**src/rtl/freq_div_seq_if.sv**
```systemverilog
// Bundled slot-table configuration, sequence control and divider outputs of freq_div_seq.
`timescale 1ns/1ps
interface freq_div_seq_if #(
    parameter int DIV_W = 16,
    parameter int REP_W = 8
);
    logic             cfg_we_i;
    logic [1:0]       cfg_addr_i;
    logic [DIV_W-1:0] cfg_div_i;
    logic [REP_W-1:0] cfg_rep_i;
    logic             start_i;
    logic             stop_i;
    logic             loop_i;
    logic             led_o;
    logic             tick_o;
    logic [1:0]       slot_o;
    logic             busy_o;
    logic             done_o;

    modport master (
        output cfg_we_i, cfg_addr_i, cfg_div_i, cfg_rep_i, start_i, stop_i, loop_i,
        input  led_o, tick_o, slot_o, busy_o, done_o
    );

    modport slave (
        input  cfg_we_i, cfg_addr_i, cfg_div_i, cfg_rep_i, start_i, stop_i, loop_i,
        output led_o, tick_o, slot_o, busy_o, done_o
    );
endinterface

```
**src/rtl/freq_div_seq.sv**
```systemverilog
// Four-slot frequency divider sequencer: each slot divides clk_i by its divisor
// for a programmed number of output periods, then hands over to the next slot.
//
// state  | meaning
// -------+---------------------------------------------------------------
// S_IDLE | waiting for start; all outputs low except a one-cycle done
// S_LOAD | copy current slot {div, rep} to working registers; skip if div < 2
// S_RUN  | count cnt 0..div-1, tick on the last count, advance after rep ticks
`timescale 1ns/1ps
module freq_div_seq #(
    parameter int DIV_W = 16,
    parameter int REP_W = 8
) (
    input logic          clk_i,
    input logic          rst_i,
    freq_div_seq_if.slave bus
);

    typedef enum logic [1:0] {S_IDLE, S_LOAD, S_RUN} state_t;

    logic [DIV_W-1:0] tbl_div [4];
    logic [REP_W-1:0] tbl_rep [4];

    state_t           state, state_n;
    logic [1:0]       slot, slot_n;
    logic             done_q, done_n;
    logic [DIV_W-1:0] div_q, cnt_q;
    logic [REP_W-1:0] rep_q, repcnt_q, rep_last;

    logic             tick, last_tick, load_ok;
    state_t           adv_state;
    logic [1:0]       adv_slot;
    logic             adv_done;

    // div >= 2 guarantees div-1 never underflows; rep == 0 behaves as one period
    assign tick      = (state == S_RUN) && (cnt_q == div_q - DIV_W'(1));
    assign rep_last  = (rep_q == '0) ? '0 : rep_q - REP_W'(1);
    assign last_tick = tick && (repcnt_q == rep_last);
    assign load_ok   = tbl_div[slot] >= DIV_W'(2);

    // Where the sequence goes after the current slot finishes or is skipped
    always_comb begin
        adv_state = S_LOAD;
        adv_slot  = slot + 2'd1;
        adv_done  = 1'b0;
        if (slot == 2'd3) begin
            if (bus.loop_i) begin
                adv_slot = 2'd0;
            end else begin
                adv_state = S_IDLE;
                adv_slot  = slot;
                adv_done  = 1'b1;
            end
        end
    end

    // Next-state logic; stop overrides both start and any advance
    always_comb begin
        state_n = state;
        slot_n  = slot;
        done_n  = 1'b0;
        case (state)
            S_IDLE: begin
                if (bus.start_i && !bus.stop_i) begin
                    state_n = S_LOAD;
                    slot_n  = 2'd0;
                end
            end
            S_LOAD: begin
                if (bus.stop_i) begin
                    state_n = S_IDLE;
                end else if (load_ok) begin
                    state_n = S_RUN;
                end else begin
                    state_n = adv_state;
                    slot_n  = adv_slot;
                    done_n  = adv_done;
                end
            end
            S_RUN: begin
                if (bus.stop_i) begin
                    state_n = S_IDLE;
                end else if (last_tick) begin
                    state_n = adv_state;
                    slot_n  = adv_slot;
                    done_n  = adv_done;
                end
            end
            default: state_n = S_IDLE;
        endcase
    end

    // State, slot index and completion pulse registers
    always_ff @(posedge clk_i) begin
        if (!rst_i) begin
            state  <= S_IDLE;
            slot   <= 2'd0;
            done_q <= 1'b0;
        end else begin
            state  <= state_n;
            slot   <= slot_n;
            done_q <= done_n;
        end
    end

    // Slot table; a write racing a LOAD of the same slot lands after the latch
    always_ff @(posedge clk_i) begin
        if (!rst_i) begin
            for (int i = 0; i < 4; i++) begin
                tbl_div[i] <= '0;
                tbl_rep[i] <= '0;
            end
        end else if (bus.cfg_we_i) begin
            tbl_div[bus.cfg_addr_i] <= bus.cfg_div_i;
            tbl_rep[bus.cfg_addr_i] <= bus.cfg_rep_i;
        end
    end

    // Working copy of the active slot plus period and repeat counters
    always_ff @(posedge clk_i) begin
        if (!rst_i) begin
            div_q    <= '0;
            rep_q    <= '0;
            cnt_q    <= '0;
            repcnt_q <= '0;
        end else begin
            case (state)
                S_LOAD: begin
                    div_q    <= tbl_div[slot];
                    rep_q    <= tbl_rep[slot];
                    cnt_q    <= '0;
                    repcnt_q <= '0;
                end
                S_RUN: begin
                    if (bus.stop_i) begin
                        cnt_q <= '0;
                    end else if (tick) begin
                        cnt_q    <= '0;
                        repcnt_q <= repcnt_q + REP_W'(1);
                    end else begin
                        cnt_q <= cnt_q + DIV_W'(1);
                    end
                end
                default: cnt_q <= '0;
            endcase
        end
    end

    assign bus.led_o  = (state == S_RUN) && (cnt_q >= (div_q >> 1));
    assign bus.tick_o = tick;
    assign bus.slot_o = slot;
    assign bus.busy_o = (state != S_IDLE);
    assign bus.done_o = done_q;

endmodule

```
**src/flat_wrapper.sv**
```systemverilog
// flat-port wrapper written by rule: the top's interface ports become plain ports
module freq_div_seq_flat 
#(
    parameter int DIV_W = 16,
    parameter int REP_W = 8
)
  (clk_i, rst_i, bus_cfg_we_i, bus_cfg_addr_i, bus_cfg_div_i, bus_cfg_rep_i, bus_start_i, bus_stop_i, bus_loop_i, bus_led_o, bus_tick_o, bus_slot_o, bus_busy_o, bus_done_o);
  freq_div_seq_if #(.DIV_W(DIV_W), .REP_W(REP_W)) bus_i ();
  input logic clk_i;
  input logic rst_i;
  input wire logic [$bits(bus_i.cfg_we_i)-1:0] bus_cfg_we_i;
  input wire logic [$bits(bus_i.cfg_addr_i)-1:0] bus_cfg_addr_i;
  input wire logic [$bits(bus_i.cfg_div_i)-1:0] bus_cfg_div_i;
  input wire logic [$bits(bus_i.cfg_rep_i)-1:0] bus_cfg_rep_i;
  input wire logic [$bits(bus_i.start_i)-1:0] bus_start_i;
  input wire logic [$bits(bus_i.stop_i)-1:0] bus_stop_i;
  input wire logic [$bits(bus_i.loop_i)-1:0] bus_loop_i;
  output wire logic [$bits(bus_i.led_o)-1:0] bus_led_o;
  output wire logic [$bits(bus_i.tick_o)-1:0] bus_tick_o;
  output wire logic [$bits(bus_i.slot_o)-1:0] bus_slot_o;
  output wire logic [$bits(bus_i.busy_o)-1:0] bus_busy_o;
  output wire logic [$bits(bus_i.done_o)-1:0] bus_done_o;
  assign bus_i.cfg_we_i = bus_cfg_we_i;
  assign bus_i.cfg_addr_i = bus_cfg_addr_i;
  assign bus_i.cfg_div_i = bus_cfg_div_i;
  assign bus_i.cfg_rep_i = bus_cfg_rep_i;
  assign bus_i.start_i = bus_start_i;
  assign bus_i.stop_i = bus_stop_i;
  assign bus_i.loop_i = bus_loop_i;
  assign bus_led_o = bus_i.led_o;
  assign bus_tick_o = bus_i.tick_o;
  assign bus_slot_o = bus_i.slot_o;
  assign bus_busy_o = bus_i.busy_o;
  assign bus_done_o = bus_i.done_o;
  freq_div_seq #(.DIV_W(DIV_W), .REP_W(REP_W)) u_core (.clk_i(clk_i), .rst_i(rst_i), .bus(bus_i));
endmodule
```
**config.mk**
```make
export PLATFORM = sky130hd
export DESIGN_NAME = freq_div_seq_flat
export DESIGN_NICKNAME = d
export VERILOG_FILES = /design/src/rtl/freq_div_seq_if.sv /design/src/rtl/freq_div_seq.sv /design/src/flat_wrapper.sv
export SDC_FILE = /design/constraint.sdc
export NUM_CORES = 1
export LEC_CHECK = 0
export CAP_MARGIN = 20
export CORE_AREA = 8 8 104 201
export DETAILED_ROUTE_END_ITERATION = 7
export DIE_AREA = 0 0 112 209
export GPL_TIMING_DRIVEN = 0
export PLACE_DENSITY = 0.63
export SLEW_MARGIN = 20
export SYNTH_ARGS = -nofsm -noshare
export SYNTH_HDL_FRONTEND = slang
export SYNTH_SLANG_ARGS = --single-unit
```
**constraint.sdc**
```tcl
create_clock -name clk_i -period 4.4 [get_ports clk_i]
set_input_delay 0.66 -clock clk_i [delete_from_list [all_inputs] [get_ports clk_i]]
set_output_delay 0.66 -clock clk_i [all_outputs]
set_load 0.005 [all_outputs]
```
; After elaboration in Yosys (flattened, before gate mapping)
; Memories as Yosys holds them, arrays and structs flattened. A register that Yosys moved wholly into a read port is not among the register bits.
; Cells that the tools add are included.
; W data, S select, Z words.
[word_totals]
regBits = 45
ramBits = 96
inputBits = 32
out_inout_bits = 6
word_cells = 85
mem_count = 2
[memory_table]
columns = name, depth, width, read_ports, rd_ports_with_merged_regs, write_ports, line_no
row1 = u_core.tbl_div, 4, 16, 1, 1, 4, freq_div_seq.sv:21  ; logic [DIV_W-1:0] tbl_div [4];
row2 = u_core.tbl_rep, 4, 8, 1, 1, 4, freq_div_seq.sv:22  ; logic [REP_W-1:0] tbl_rep [4];
[classes]
addsub = 5
n_lt_le_gt_ge = 2
n_eq_ne = 12
n_mux = 39
bitwise = 2
n_reduce_logical = 17
[op_table]
columns = cell, count
row1 = $mux W2, 16
row2 = $mux W8, 4
row3 = $add A16 B1 Y16 const B, 1
row4 = $eq A16 B16 Y1, 1
row5 = $ge A16 B15 Y1, 1
row6 = $ge A16 B2 Y1 const B, 1
row7 = $mux W16, 1
row8 = $pmux W8 S2, 1
row9 = $reduce_or A16 Y1, 1
row10 = $sub A16 B1 Y16 const B, 1
row11 = $mux W1, 14
row12 = $pmux W2 S3, 2
row13 = $add A8 B1 Y8 const B, 1
row14 = $eq A8 B8 Y1, 1
row15 = $logic_not A8 Y1, 1
row16 = $reduce_or A8 Y1, 1
row17 = $sub A8 B1 Y8 const B, 1
row18 = $ne A2 B1 Y1 const B, 3
row19 = $ne A2 B2 Y1 const B, 3
row20 = $reduce_and A6 Y1, 1
row21 = $eq A2 B2 Y1 const B, 2
row22 = $logic_and A1 B1 Y1, 4
row23 = $reduce_bool A2 Y1, 2
row24 = $reduce_or A4 Y1, 1
row25 = 10 further kinds, 12

; Depth between registers and ports, before layout
; Gate-level depths: netlist (run 1).
[logic_depth]
ltp_word = 9
depth_mapped = 13
depth_no_buf = 10

; Least setup slack after synthesis (run 1)
; No wires, ideal clock.
[synth_path]
kind = flip-flop to flip-flop
start = reg u_core.rep_q[0] (read register of u_core.tbl_rep)
end = reg (tool-made name)
setup_ps = 116
arrival_ps = 2944
t_required_ps = 4284
path_slack_ps = 1341
stages_incl_launch_ff = 13
path_buffers = 2
period_less_slack_ps = 3059
path_cell_list = dfxtp_1 clkbuf_1 inv_1 ha_1 or4b_1 buf_2 o2111a_1 a221oi_2 o2111ai_1 or4_4 o41ai_4 a21oi_1 a31o_1
[synth_lines]
columns = element, line_no
row1 = start: declaration, freq_div_seq.sv:28  ; logic [REP_W-1:0] rep_q, repcnt_q, rep_last;

; Worst setup path in the final report (run 1)
[layout_path]
start = reg u_core.div_q[1] (read register of u_core.tbl_div)
end = out bus_tick_o
[layout_via]
elab_chain_len = 3
[layout_rtl]
columns = element, line_no
row1 = start: declaration, freq_div_seq.sv:27  ; logic [DIV_W-1:0] div_q, cnt_q;
row2 = $sub A16 B1 Y16, freq_div_seq.sv:36  ; assign tick = (state == S_RUN) && (cnt_q == div_q - DIV_W'(1));
row3 = $eq A16 B16 Y1, freq_div_seq.sv:36
row4 = $logic_and A1 B1 Y1, freq_div_seq.sv:36
row5 = end: declaration, flat_wrapper.sv:19  ; output wire logic [$bits(bus_i.tick_o)-1:0] bus_tick_o;
; No other way between the ends.

==> impl_metrics.ini, run 1 <==
[status]
outcome = complete, no violations

[route]
drt_first_iter_violations = 215
totalWireLength_um = 19700
dr.pass1.iters = 5
via_per_inst = 5.73
route.detailed.drc = 0
wl_per_cell_um = 19.8
ant_nets = 0
vias = 5698

[setup_path]
crit_family = buffers and inverters
required_ns = 3.74
crit_buf_inv = 3
cp_max_fo = 10
slowest_stage = clkdlybuf4s50_1
cp_data_arrival_time_ns = 3.52
path_cells = inv_1 > ha_1 > clkbuf_1 > and3_1 > o221ai_1 > o41ai_1 > nand4_1 > a311o_1 > nor3_1 > and2_1 > clkdlybuf4s50_1
path_class = flip-flop to output port
critPathCaptureType = output port
critPathLaunchType = flip-flop
cp_num_cells = 11
critPathMaxStageDelay_ns = 0.50
rr_worst_depth = 10

[timing]
min_period_over_period_pct = 95.0
finalCriticalPeriod_ns = 4.18
drv_slew = 0
finalClockSkew_ns = 0.00770
slew_headroom_pct = 37.8
setup_violations = 0
fmax_mhz = 239
setup_tns_ns = 0
rsz0062_at_grt = no
tightest_slew_ns = 0.931
finalHoldViolCount = 0

[synthesis]
netlist_instances = 709
ys_seq_area_share_pct = 49.3
syn_nets = 766
yosys.area.top_type = edfxtp_1
yosys_warnings = 0
synth_common_cells = edfxtp_1 (96), and2_1 (77), dfxtp_1 (55), nor2_1 (35), and3_1 (32)
synth-async-reset-ratio_pct = 0
yosysTopAreaCellShare_pct = 35.7
synth_most_common_cell = edfxtp_1
postSynthAreaPerCell_um2 = 11.4
synth_ff_type = edfxtp_1
netlist_area_um2 = 8080
ys_top_cells_by_area = edfxtp_1 (36%), dfxtp_1 (14%), mux4_2 (6.7%), and2_1 (6.0%), ha_1 (3.9%)
synth.distinct_cells = 71
synth_edf_count = 96
synth-seq-cells = 151

[global_route]
grt_antenna_before_repair = 0
grt_max_degree = 25
track_usage_pct = 17.5
grt_pass1_wl_um = 31700
grt-ovfl-total = 0
grt_pass1_vias = 6010

[placement]
place.gp.congestion = 0.864
portBuffers = 37
dpl.hpwl_um = 14500

[floorplanning]
initial_core_util_pct = 44.4
die_area_um2 = 23400
num_rows = 70
boundaryPins = 38
die_w_um = 112
die_h_um = 209
coreArea_um2 = 18200

[pwr]
p_leak_uw = 0.00328
powerDensity_nw_per_um2 = 479
power_uw = 4440
irDropWorstVdd_v = 0.000278

[clock_tree]
cts_buffers = 17
htree_num_levels = 4
cts.sinks = 151
clockBufferDepth = 2
insertion_delay_ns = 0.42
cts_tree = done
post_cts_buffers = 0
cts_root_buf = clkbuf_16
path_clk_slew_ns = 0.06

[finish]
drive_above_1_share_pct = 10.0
area_delta_synth_final_pct = 14.7
antenna_cells = 0
nFillCells = 1625
nNetsFinal = 822

[job]
cap_violations = 0

[worst_hold_path]
min_path_type = flip-flop to flip-flop
worstHoldPathCells = 2
==> cells in the final DEF (no fill, tap or decap), drive strengths merged, types with 4 or more instances in the layout <==
cell            n
edfxtp         96
ha             25
nor3           13
dfxtp          55
nand3          19
a31o            4
o21a            5
nand2b          6
nand3b          4
nor3b           4
or3             5
a21oi          11
xor2           16
mux4           24
nor4            9
nand2          30
nor4b           4
o211ai          6
xnor2          21
and2           77
clkdlybuf4s50  37
inv            34
o21ai           6
nand4          11
mux2i          30
clkinv         10
a21o           11
buf            12
and3           32
o41ai           4
nor2           35
nor2b          28
clkbuf         49
a211oi          4
==> timing repair <==
item | 4_1_cts | 5_1_grt
hold buffers | 0 | 0
endpoints found under the setup margin | 0 | 1
gates resized for setup | 0 | 1
==> layer usage <==
| layer | vias up | track usage (%) | part of all wire (%) |
|---|---|---|---|
| li1 | 2712 | - | - |
| met2 | 128 | 34.1 | 57 |
| met1 | 2818 | 17.1 | 38 |
| met3 | 40 | 2.69 | 2.3 |
| met5 | - | 0 | 0 |
| met4 | 0 | 9.23 | 3.2 |
==> kinds of logic (layout without fill, tap and decap cells) <==
logic type | Yosys count | count (layout) | synth area share [%]
DFF | 151 | 151 | 49.3
buffers and inverters | 74 | 143 | 3.71
and+or+nand+nor | 285 | 285 | 20.6
AOI/OAI and AO/OA | 83 | 83 | 8.13
xor gates and xnor gates | 37 | 37 | 4.01
muxes | 54 | 54 | 10.4
adders and majority gates | 25 | 25 | 3.87
==> worst paths after layout <==
| kind | from | slack, ns | to |
|---|---|---|---|
| setup / recovery | u_core.div_q[1]$_SDFFE_PN0N_ | 0.22 | bus_tick_o |
| setup reg to reg | flip-flop | 0.83 | flip-flop |
| hold reg to reg | u_core.state[0]$_SDFFE_PN0P_ | 0.52 | u_core.state[0]$_SDFFE_PN0P_ |
| hold / removal | u_core.state[0]$_SDFFE_PN0P_ | 0.52 | u_core.state[0]$_SDFFE_PN0P_ |
==> layout make-up <==
type | count | area, um2 | share of cell area [%]
Buffer | 43 | 184 | 1.98
Clock buffer | 18 | 429 | 4.63
Clock inverter | 14 | 103 | 1.11
Inverter | 31 | 116 | 1.26
Multi-Input combinational cell | 484 | 3810 | 41.1
Sequential cell | 151 | 3980 | 43.0
Tap cell | 216 | 270 | 2.91
Timing Repair Buffer | 37 | 370 | 3.99
==> worst register-to-register path, cell delays in order (launching register included) <==
cell,delay [ns]
dfxtp_1,0.31
clkbuf_1,0.47
buf_2,0.47
mux4_2,0.62
nor4_1,0.30
nand4_1,0.21
and2_1,0.23
or3_1,0.36
nor4_1,0.25
nand2_1,0.11
o211ai_1,0.14
==> where the power goes <==
group          total [uW]  internal (uW)  switching (uW)
Sequential           1730           1640            93.5
Combinational        1390            607             785
Clock                1320            724             598
Total                4440           2970            1480
==> flip-flops by register name (all words and copies together), names as in the netlist, named ones only <==
register           count
u_core.tbl_div        64
u_core.repcnt_q        8
u_core.state           2
u_core.bus.done_o      1
u_core.cnt_q          16
u_core.div_q          16
u_core.tbl_rep        32
u_core.rep_q           8
u_core.bus.slot_o      2
==> through the flow <==
step | std cells | utilization (%) | hold WS (ns) | area [um2] | setup slack [ns]
after global routing | 994 | 50.9 | 0.528 | 9270 | 0.0533
after floorplan | 709 | - | 0.464 | 8080 | 1.34
after global placement | 962 | 47.9 | 0.483 | 8720 | 0.471
after detailed placement | 962 | 47.9 | 0.510 | 8730 | 0.519
final | 994 | 50.9 | 0.519 | 9270 | 0.220
after CTS | 994 | 50.9 | 0.516 | 9270 | 0.0994
Note: power is estimated with default switching activity, not from simulation.
==> inputs of run 2 (changes only) <==
==> constraint.sdc (replaced) <==
create_clock -name clk_i -period 4.4 [get_ports clk_i]
set_input_delay 0.88 -clock clk_i [delete_from_list [all_inputs] [get_ports clk_i]]
set_output_delay 0.88 -clock clk_i [all_outputs]
set_load 0.005 [all_outputs]
==> run 2 against run 1 <==
Net effect: global-route usage barely moved; utilization is 0.076 points higher; setup slack got worse by 0.092 ns; maximum frequency down 2.2%; flip-flop and latch count unchanged; sequential power hardly changed; power grew 0.58%; final cell count grew 0.10%.
==> impl_metrics.ini, run 2 (synthesized netlist as in run 1, its figures left out) <==
[setup_path]
required_ns = 3.52
critPathLaunchType = flip-flop
rr_worst_depth = 10
cp_max_fo = 6
crit_family = simple AND/OR/NAND/NOR gates
critPathMaxStageDelay_ns = 0.50
cp_data_arrival_time_ns = 3.39
critPathCaptureType = output port
path_class = flip-flop to output port
slowest_stage = clkdlybuf4s50_1
crit_buf_inv = 2
path_cells = inv_1 > ha_1 > nor3b_2 > nand2_2 > a2111oi_1 > nand4_1 > a311o_2 > nor3_1 > and2_1 > clkdlybuf4s50_1
r2r_slack_ns = 0.79

[clock_tree]
cts_buffers = 17
htree_num_levels = 4
cts_root_buf = clkbuf_16
cts.sinks = 151
insertion_delay_ns = 0.43
path_clk_slew_ns = 0.06
cts_tree = done
clockBufferDepth = 2

[route]
dr.pass1.iters = 5
route.detailed.drc = 0
totalWireLength_um = 19800
vias = 5689
drt_first_iter_violations = 228
wl_per_cell_um = 19.9
via_per_inst = 5.72
ant_nets = 0

[timing]
finalHoldViolCount = 0
setup_violations = 0
tightest_slew_ns = 0.931
whs_ns = 0.529
min_period_over_period_pct = 97.1
fmax_mhz = 234
slew_headroom_pct = 37.8
rsz0062_at_grt = no
setup_tns_ns = 0
finalCriticalPeriod_ns = 4.27
drv_slew = 0
finalClockSkew_ns = 0.00758

[pwr]
irDropWorstVdd_v = 0.000278
swShare_pct = 33.4
p_leak_uw = 0.00329
powerDensity_nw_per_um2 = 481
p_sw_uw = 1490
seqPwrFrac_pct = 38.8
p_int_uw = 2980
clkPwrFrac_pct = 29.7
p_comb_share_pct = 31.5

[floorplanning]
coreArea_um2 = 18200
die_area_um2 = 23400
die_h_um = 209
boundaryPins = 38
die_w_um = 112
initial_core_util_pct = 44.4
num_rows = 70

[finish]
final_common_cell = edfxtp_1
top_regs = u_core.tbl_div (64), u_core.tbl_rep (32)
mostFrequentLayoutCells = edfxtp_1 (96), and2_1 (77), dfxtp_1 (53)
largest_reg_flops = 64
antenna_cells = 0
top_register = u_core.tbl_div
final_cells = 995
utilization_pct = 51.0
area_delta_synth_final_pct = 14.9
drive_above_1_share_pct = 10.7
nNetsFinal = 823

[global_route]
met3_usage_pct = 2.89
grt_antenna_before_repair = 0
grt_pass1_wl_um = 31700
grt_pass1_vias = 6006
grt_use_met2_pct = 34.2
use_met1_pct = 17.1
grt-ovfl-total = 0
grt-busiest-layer = met2
track_usage_pct = 17.5
grt_max_degree = 25

[placement]
place.gp.congestion = 0.864
portBuffers = 37
dp.cells = 962
dpl.hpwl_um = 14500

[worst_hold_path]
worstHoldPathCells = 2
worstHoldStart = u_core.state[0]$_SDFFE_PN0P_
min_path_type = flip-flop to flip-flop
min_to = u_core.state[0]$_SDFFE_PN0P_

[status]
outcome = complete, no violations

[job]
cap_violations = 0
-- run 2: cell types whose count changed in the layout (fill, tap and decap cells not counted), sizes merged --
cell  before  now
buf       12   13
-- run 2: power groups by stage --
stage	logic [uW]	clock network [uW]	registers [uW]
finish	1410	1330	1730
global placement	1330	0	1750
CTS	1390	1340	1730
floorplan	1050	0	1730
detailed placement	1380	0	1760
global route	1540	1390	1750
-- run 2: what timing repair did --
| item | in CTS | in global routing |
|---|---|---|
| hold buffers | 0 | 0 |
| pin swaps | 0 | 1 |
| setup endpoints to repair | 1 | 1 |
| setup buffers | 0 | 1 |
| gates resized for setup | 2 | 4 |
-- run 2: layer usage --
layer | up-vias | part of all wire, %
met5 | - | 0
met4 | 0 | 3.0
li1 | 2722 | -
met3 | 37 | 2.7
met2 | 117 | 57
met1 | 2813 | 37
-- run 2: worst max-delay path by stage --
stage,to,depth (start not counted),from,slack (ns)
detailed placement,bus_tick_o,10,u_core.div_q[1]$_SDFFE_PN0N_,0.30
floorplan,bus_tick_o,9,u_core.div_q[0]$_SDFFE_PN0N_,1.32
CTS,bus_tick_o,10,u_core.div_q[1]$_SDFFE_PN0N_,0.006
global placement,bus_tick_o,10,u_core.div_q[1]$_SDFFE_PN0N_,0.25
finish,bus_tick_o,10,u_core.div_q[1]$_SDFFE_PN0N_,0.13
global route,bus_tick_o,9,u_core.div_q[3]$_SDFFE_PN0N_,0.0003
-- run 2: cell type report --
class / count / area (um2)
Buffer: 43 / 185
Clock buffer: 18 / 429
Tap cell: 216 / 270
Sequential cell: 151 / 3990
Clock inverter: 14 / 103
Timing Repair Buffer: 38 / 378
Fill cell: 1629 / 8930
Inverter: 31 / 116
Multi-Input combinational cell: 484 / 3820
-- run 2: through the flow --
step / instance area (um2) / setup WS (ns) / total power (uW)
after global routing: 9290 / 0.000350 / 4680
after global placement: 8720 / 0.251 / 3080
final: 9290 / 0.128 / 4470
after detailed placement: 8730 / 0.299 / 3140
after CTS: 9270 / 0.00640 / 4460
after floorplan: 8080 / 1.32 / 2780
-- run 2: worst register-to-register path: stages (launching register included) --
cell	delay, ns
dfxtp_1	0.31
clkbuf_1	0.47
buf_2	0.46
mux4_2	0.62
nor4_1	0.30
nand4_1	0.23
and2_1	0.23
or3_1	0.36
nor4_1	0.25
nand2_1	0.13
o211ai_1	0.15
==> inputs of run 3 (changes only) <==
CORE_AREA = 8 8 117 226   (was 8 8 104 201)
DIE_AREA = 0 0 125 234   (was 0 0 112 209)
PLACE_DENSITY = 0.51   (was 0.63)
==> run 3 against run 2 <==
Net effect: combinational power about the same; first-iteration DRC count decreased by 0.44%; final area rose by 1.4%; global-route usage is 4.3 points lower; sequential power about the same; critical endpoint unchanged; clock power hardly changed.
==> impl_metrics.ini, run 3 (synthesized netlist as in run 1, its figures left out) <==
[worst_hold_path]
worstHoldStart = u_core.state[1]$_SDFFE_PN0P_
worstHoldPathCells = 2
min_path_type = flip-flop to flip-flop

[clock_tree]
clockBufferDepth = 2
post_cts_buffers = 0
path_clk_slew_ns = 0.06
cts_root_buf = clkbuf_16
insertion_delay_ns = 0.43
cts_buffers = 17
cts.sinks = 151
htree_num_levels = 4
cts_tree = done

[finish]
mostFrequentLayoutCells = edfxtp_1 (96), and2_1 (77), dfxtp_1 (54)
drive_above_1_share_pct = 10.9
nFillCells = 2309
largest_reg_flops = 64
nNetsFinal = 823
ff_latch_area_um2 = 3990
top_register = u_core.tbl_div
top_regs = u_core.tbl_div (64), u_core.tbl_rep (32)
final_cells = 1064
antenna_cells = 0
area_delta_synth_final_pct = 16.4
finalInstanceArea_um2 = 9410
utilization_pct = 39.8
final_common_cell = edfxtp_1
multiInputGateArea_um2 = 3830

[status]
outcome = complete, no violations

[timing]
drv_slew = 0
finalClockSkew_ns = 0.00759
rsz0062_at_grt = no
slew_headroom_pct = 37.9
setup_violations = 0
fmax_mhz = 241
finalHoldViolCount = 0
setup_tns_ns = 0
fin_ws_ns = 0.248
tightest_slew_ns = 0.930
finalCriticalPeriod_ns = 4.15
min_period_over_period_pct = 94.4

[pwr]
powerDensity_nw_per_um2 = 474
p_sw_uw = 1450
clkPwrFrac_pct = 30.4
p_leak_uw = 0.00329
swShare_pct = 32.5
p_comb_share_pct = 30.9
irDropWorstVdd_v = 0.000370
seqPwrFrac_pct = 38.7
p_int_uw = 3010

[global_route]
grt_antenna_before_repair = 0
grt-ovfl-total = 0
track_usage_pct = 13.2
grt_pass1_vias = 5601
grt_max_degree = 25
grt_pass1_wl_um = 30200

[job]
cap_violations = 0

[placement]
portBuffers = 37
dp.cells = 1034
place.gp.congestion = 0.797
dpl.hpwl_um = 13800
place_ws_ns = 0.338
place_area_um2 = 8850

[floorplanning]
die_h_um = 234
boundaryPins = 38
num_rows = 80
initial_core_util_pct = 34.2
die_w_um = 125
die_area_um2 = 29300
coreArea_um2 = 23600

[route]
drt_first_iter_violations = 227
route.detailed.drc = 0
via_per_inst = 5.10
vias = 5427
wl_per_cell_um = 17.6
totalWireLength_um = 18700
ant_nets = 0
dr.pass1.iters = 4

[setup_path]
cp_data_arrival_time_ns = 3.27
path_class = flip-flop to output port
rr_worst_depth = 10
critPathLaunchType = flip-flop
required_ns = 3.52
critPathLaunch = u_core.div_q[0]$_SDFFE_PN0N_
cp_max_fo = 10
critPathCaptureType = output port
-- run 3: metrics by stage --
stage                     hold WS, ns  power, uW
after floorplan                 0.464       2780
after global placement          0.491       3100
after detailed placement        0.499       3130
after CTS                       0.512       4500
after global routing            0.534       4700
final                           0.512       4460
-- run 3: path summary, 6_finish.rpt --
| check | slack [ns] | endpoint |
|---|---|---|
| max | 0.25 | bus_tick_o |
| min | 0.51 | u_core.state[1]$_SDFFE_PN0P_ |
| max reg2reg | 0.84 | u_core.bus.slot_o[0]$_SDFFE_PN0P_ |
| min reg2reg | 0.51 | u_core.state[1]$_SDFFE_PN0P_ |
-- run 3: power by group through the flow --
stage	combinational, uW	sequential [uW]	clock, uW
2_1_floorplan	1050	1730	0
3_3_place_gp	1350	1760	0
3_5_place_dp	1370	1760	0
4_1_cts	1380	1730	1390
5_1_grt	1520	1740	1440
6_report	1380	1730	1360
-- run 3: what timing repair did --
action / CTS / global route
hold buffers: 0 / 0
pin swaps: 0 / 0
gates cloned: 0 / 0
setup endpoints to repair: 1 / 1
gates resized for setup: 3 / 5
-- run 3: cell type report --
type,instances,area share (%)
inverters,31,1.24
repair buffers,38,4.23
clock inverters,13,1.17
flip-flops and latches,151,42.3
clock buffers,17,4.52
multi-input cells,484,40.7
well taps,287,3.81
plain buffers,43,1.97
-- run 3: critical path, cell delays in order, from the launching register on --
cell and delay [ns]:
dfxtp_1 0.43, inv_1 0.07, ha_1 0.22, clkbuf_2 0.21, nor4b_2 0.31, a31oi_1 0.05, or3_1 0.32, a311o_2 0.41
nor3_2 0.19, and2_1 0.14, clkdlybuf4s50_1 0.50
-- run 3: metal layers --
layer	wire, um	vias to the layer above	share of wire (%)	GRT usage, %
li1	-	2717	-	-
met5	0	-	0	0
met1	8010	2616	43	14.7
met4	250	0	1.3	4.60
met3	539	16	2.9	2.94
met2	9920	78	53	24.4
